<file path="config.mk">
export PLATFORM = sky130hd
export DESIGN_NAME = mfcc_window_buf
export DESIGN_NICKNAME = d
export VERILOG_FILES = /design/src/rtl/mfcc_window_buf.sv
export SDC_FILE = /design/constraint.sdc
export NUM_CORES = 1
export LEC_CHECK = 0
export ABC_AREA = 1
export CAP_MARGIN = 20
export CORE_UTILIZATION = 58
export DETAILED_ROUTE_END_ITERATION = 10
export GPL_ROUTABILITY_DRIVEN = 0
export PLACE_DENSITY = 0.95
export SLEW_MARGIN = 0
export SYNTH_ARGS = -nofsm -noshare
export SYNTH_HDL_FRONTEND = slang
export SYNTH_SLANG_ARGS = --single-unit
</file>
<file path="constraint.sdc">
create_clock -name clk -period 10.4 [get_ports clk]
set_input_delay 1.56 -clock clk [delete_from_list [all_inputs] [get_ports clk]]
set_output_delay 1.56 -clock clk [all_outputs]
set_load 0.05 [all_outputs]
</file>
<file path="src/rtl/mfcc_window_buf.sv">
// Sliding K-tap window builder over the serial MFCC coefficient stream.
// Define MFCC_WIN_ZERO_PAD_EN for "same" zero padding (N_COEF windows per frame, FLUSH tail).
module mfcc_window_buf #(
  parameter int DW     = 16,
  parameter int K      = 5,
  parameter int N_COEF = 40,
  parameter int IDX_W  = 6
) (
  input  logic                  clk,
  input  logic                  rst,
  input  logic                  in_valid,
  output logic                  in_ready,
  input  logic                  in_sof,
  input  logic [DW-1:0]         in_data,
  output logic                  win_valid,
  input  logic                  win_ready,
  output logic [K*DW-1:0]       win_data,
  output logic [IDX_W-1:0]      win_idx,
  output logic                  win_last,
  output logic                  sof_err
);

`ifdef MFCC_WIN_ZERO_PAD_EN
  localparam int PAD = (K - 1) / 2;
  localparam logic [IDX_W-1:0] LAST_IDX = IDX_W'(N_COEF - 1);
  localparam logic [DW-1:0]    ZERO     = '0;
`else
  localparam int PAD = 0;
`endif
  localparam logic [IDX_W-1:0] ONE     = IDX_W'(1);
  localparam logic [IDX_W-1:0] FIRST_C = IDX_W'(K - PAD);
  localparam logic [IDX_W-1:0] N_C     = IDX_W'(N_COEF);

  typedef enum logic [1:0] {
    IDLE,
    FILL,
    RUN
`ifdef MFCC_WIN_ZERO_PAD_EN
    , FLUSH
`endif
  } state_t;

  state_t                 state_q, state_d;
  logic [K-1:0][DW-1:0]   taps_q, taps_d;
  logic [IDX_W-1:0]       ccnt_q, ccnt_d, cnt_inc, emit_idx;
  logic                   ready_en, flushing, accept, xfer;
  logic                   emit, emit_last, err;

`ifdef MFCC_WIN_ZERO_PAD_EN
  assign flushing = (state_q == FLUSH);
`else
  assign flushing = 1'b0;
`endif

  assign in_ready = ready_en && !flushing && (!win_valid || win_ready);
  assign accept   = in_valid && in_ready;
  assign xfer     = win_valid && win_ready;
  assign cnt_inc  = ccnt_q + ONE;

  always_comb begin
    state_d   = state_q;
    taps_d    = taps_q;
    ccnt_d    = ccnt_q;
    emit      = 1'b0;
    emit_idx  = '0;
    emit_last = 1'b0;
    err       = 1'b0;
    case (state_q)
      IDLE: begin
        if (accept && in_sof) begin
          taps_d        = '0;
          taps_d[K-1]   = in_data;
          ccnt_d        = ONE;
          state_d       = FILL;
        end
      end
      // FILL and RUN share one path: a window is due once cnt reaches K-PAD.
      FILL, RUN: begin
        if (accept) begin
          if (in_sof) begin
            err         = 1'b1;
            taps_d      = '0;
            taps_d[K-1] = in_data;
            ccnt_d      = ONE;
            state_d     = FILL;
          end else begin
            taps_d = {in_data, taps_q[K-1:1]};
            ccnt_d = cnt_inc;
            if (cnt_inc >= FIRST_C) begin
              emit     = 1'b1;
              emit_idx = cnt_inc - FIRST_C;
              state_d  = RUN;
              if (cnt_inc == N_C) begin
                ccnt_d = '0;
`ifdef MFCC_WIN_ZERO_PAD_EN
                state_d = FLUSH;
`else
                emit_last = 1'b1;
                state_d   = IDLE;
`endif
              end
            end
          end
        end
      end
`ifdef MFCC_WIN_ZERO_PAD_EN
      FLUSH: begin
        if (xfer) begin
          taps_d   = {ZERO, taps_q[K-1:1]};
          emit     = 1'b1;
          emit_idx = win_idx + ONE;
          if (emit_idx == LAST_IDX) begin
            emit_last = 1'b1;
            state_d   = IDLE;
          end
        end
      end
`endif
      default: state_d = IDLE;
    endcase
  end

  always_ff @(posedge clk or posedge rst) begin
    if (rst) begin
      state_q   <= IDLE;
      taps_q    <= '0;
      ccnt_q    <= '0;
      ready_en  <= 1'b0;
      sof_err   <= 1'b0;
      win_valid <= 1'b0;
      win_data  <= '0;
      win_idx   <= '0;
      win_last  <= 1'b0;
    end else begin
      state_q  <= state_d;
      taps_q   <= taps_d;
      ccnt_q   <= ccnt_d;
      ready_en <= 1'b1;
      sof_err  <= err;
      if (emit) begin
        win_valid <= 1'b1;
        win_data  <= taps_d;
        win_idx   <= emit_idx;
        win_last  <= emit_last;
      end else if (xfer) begin
        win_valid <= 1'b0;
      end
    end
  end

endmodule

</file>
# --- Yosys cells after proc, flatten, opt, wreduce, memory -nomap -nowiden ---
# Index checks and enable logic that the tools add are counted.
# Widths: inputs -> output; s select.
word_totals:
  latchBits: 0
  ff_bits: 178
  n_memories: 0
  wordCells: 68
  mem_bits_rw: 0
  in_bits: 21
  output_inout_bits: 90
  romBits: 0
op_classes:
  magnitude_cmp: 1
  bitwise: 0
  muxes: 34
  n_eq_ne: 6
  add_sub_neg: 2
  n_shift: 0
  n_reduce_logical: 12
  n_div: 0
  n_mul: 0
op_table:
  columns: ["operator", "n"]
  rows:
  - ["$mux 80", 2]
  - ["$pmux 80 s2", 1]
  - ["$mux 64", 1]
  - ["$mux 6", 9]
  - ["$mux 1", 14]
  - ["$pmux 6 s2", 1]
  - ["$mux 2", 5]
  - ["$add 6x1->6 const B", 1]
  - ["$eq 6x6->1 const B", 1]
  - ["$ge 6x3->1 const B", 1]
  - ["$reduce_and 3->1", 2]
  - ["$sub 6x3->6 const B", 1]
  - ["$logic_and 1x1->1", 4]
  - ["$ne 2x2->1 const B", 2]
  - ["$pmux 2 s2", 1]
  - ["$reduce_bool 2->1", 2]
  - ["$ne 3x3->1 const B", 1]
  - ["$eq 2x1->1 const B", 1]
  - ["$eq 2x2->1 const B", 1]
  - ["$logic_not 2->1", 1]
  - ["$reduce_or 2->1", 1]
  - ["$logic_not 1->1", 1]
  - ["$logic_or 1x1->1", 1]

# --- Depth between registers and ports, before layout ---
logic_depth:
  depth_word: 7
  depth_mapped: 13
  depth_no_buf: 12

# --- Worst setup path after synthesis ---
# Ideal clock, no wire load.
synth_path:
  kind: "input to output"
  from: "in win_ready"
  to: "out in_ready"
  arrival_ps: 2139
  stages: 3
  required_time_ps: 8840
  path_slack_ps: 6701
  path_buffers: 0
  cell_sequence: "inv_1 > nand2_1 > and2_1"
synth_via:
  elab_chain_cells: 2
synth_lines:
  columns: ["element", "line", "rtl"]
  rows:
  - ["start: declaration", "16", "input logic win_ready,"]
  - ["$logic_or 1x1->1", "55", "assign in_ready = ready_en && !flushing && (!win_valid || win_ready);"]
  - ["$logic_and 1x1->1", "55", null]
  - ["end: declaration", "12", "output logic in_ready,"]
# No other way between the ends.

# --- Final worst setup path ---
# Same ends and word-level chain as after synthesis.

==> flow_summary.ini <==
[status]
status = completed

[finish]
layout_commonest_cell = nand2_1
nFillCells = 849
final_area_mm2 = 0.00900
nNetsFinal = 955
layout_common_cells = nand2_1, dfrtp_1, clkdlybuf4s50_1, inv_1, nand3_1
drive_above_1_share_pct = 5.43
syn_to_final_growth_pct = 23.6
diodes = 0

[global_routing]
grtUsageTotal_pct = 26.9
grt_first_pass_wirelength_um = 26700
antenna_found_initial = 0
grt_max_degree = 121
grt_pass1_vias = 5418
gr-total-overflow = 0

[hold_path]
hold_depth = 2
hold_path.class = reg2reg
min_to = taps_q[6]
min_from = taps_q[6]

[place]
place_area_mm2 = 0.00834
dpl_worst_slack_ns = 5.71
io_buffers = 110
dpl.hpwl_um = 10100

[sta]
fmax_ghz = 0.214
slew_headroom_pct = 26.1
worstMarginPinSlew_ns = 1.11
rsz0062_at_grt = no
post-route-min-period_ns = 4.68
setup_viol = 0
final.period_utilization_pct = 45.0
hold_slack_ns = 0.469
skew_ns = 0.00879
drv_slew = 0
hold_viol = 0
tns_ns = 0
setup_ws_ns = 5.72

[clock_network]
post_cts_buffers = 0
cts_hold_buf = 0
clockBufferDepth = 2
clkTransAtPathRegs_ns = 0.06
h-tree-depth = 4
cts_tree = yes
clkSinkCount = 178
cts_resized = 0
cts_root_buf = clkbuf_16
cts_buffers = 17
clk-insertion-delay-late_ns = 0.42

[synth]
yosys_warnings = 0
syn_nets = 854
synth_top_area_share_pct = 61.2
synth_edf_count = 0
ys_top_cells_by_area = dfrtp_1, nand2_1, buf_6
synthDistinctLibCells = 31
yosysSeqAreaShare_pct = 61.2
synthFlopType = dfrtp_1
syn_avg_cell_area_um2 = 8.80
synth_top_area_cell = dfrtp_1
synth-seq-cells = 178
synthArstFlopShare_pct = 100
synth_cells = 828
synth_area_mm2 = 0.00728

[power]
power_w = 0.00205
p_per_area_mw_per_mm2 = 228
ir_drop_uv = 196
p_leak_nw = 4.91

[detailed_routing]
wl_per_cell_um = 14.6
viasPerCell = 5.16
drc_errors = 0
drtAntennaViolNets = 0
vias = 5715
drt_first_pass_iters = 5
drtIter0Drc = 424
routed_wl_um = 16200

[worst_setup_path]
reg2regPathDepth = 8
cp-end-kind = output pin
arrival_ns = 3.12
worstSetupStartpointType = input port
r2r-start = state_q[0]
critPathRequiredTime_ns = 8.84
path_class = in2out
reg2reg_slack_ns = 7.82
cp_max_fo = 3
r2r-end = win_data[63]

[floorplan]
die_area_mm2 = 0.0130
initial_core_util_pct = 60.1
rows = 40
core_region_area_mm2 = 0.0121
die_height_um = 114
ios = 111
die_w_um = 114

[job]
maxCapViolCount = 0
-- routing by layer --
layer / global-route usage, % / share of wire (%) / vias to the layer above
li1: - / - / 2726
met1: 37.0 / 44 / 2789
met2: 43.3 / 50 / 177
met3: 5.19 / 4.7 / 23
met4: 9.35 / 1.7 / 0
met5: 0 / 0 / -
-- worst max-delay path, stage by stage --
cell and delay (ns):
clkdlybuf4s50_1 0.46, inv_1 0.04, nand2_1 0.13, and2_1 0.15
clkdlybuf4s50_1 0.79
-- per-stage QoR --
stage                     std cells  util [%]
after floorplan                 828         -
after global placement         1077      68.9
after detailed placement       1077      68.9
after CTS                      1107      74.1
after global routing           1108      74.3
final                          1108      74.3
-- synthesized netlist by cell type, types with 2 or more instances --
cell type,instances
buf_6,17
nand3_1,18
ha_1,5
nand4_1,2
o22ai_1,2
o21ai_1,5
nor2_1,8
a21oi_1,2
buf_4,6
nand3_4,2
nand2_1,525
inv_1,25
buf_2,9
o21ai_0,3
nor2_4,3
dfrtp_1,178
inv_2,3
nand2_2,2
-- power by group --
group	internal (W)	leakage, nW	switching (W)	total, W
Sequential	0.000776	2.44	0.0000563	0.000832
Combinational	0.000154	2.16	0.000386	0.000540
Clock	0.000416	0.307	0.000263	0.000679
-- cells by family after synthesis --
group                    share of synthesized area (%)
XOR/XNOR                                         0.120
AO/OA/AOI/OAI                                     1.27
flip-flops                                        61.2
AND/OR/NAND/NOR                                   31.2
adder cells (fa/ha/maj)                          0.859
buffers and inverters                             5.31
other                                           0.0515
-- cell type report --
cell class,count,area (um2),area share [%]
timing repair buffer,114,1150,12.8
sequential,178,4450,49.5
clock inverter,11,179,1.99
clock buffer,19,453,5.03
inverter,28,110,1.22
multi-input combinational,590,2440,27.1
tap,168,210,2.34
-- state kept, by name, indices dropped and copies added, names as in the netlist --
name       count
ccnt_q         6
ready_en       1
sof_err        1
state_q        2
taps_q        80
win_data      80
win_idx        6
win_last       1
win_valid      1
-- worst max-delay path by stage --
stage | from | endpoint | cells past startpoint
detailed placement | win_ready | in_ready | 5
floorplan | rst | ccnt_q[0] | 1
finish | win_ready | in_ready | 5
CTS | win_ready | in_ready | 5
global placement | win_ready | in_ready | 5
global route | win_ready | in_ready | 5
Power figures use the tool's default switching activity.
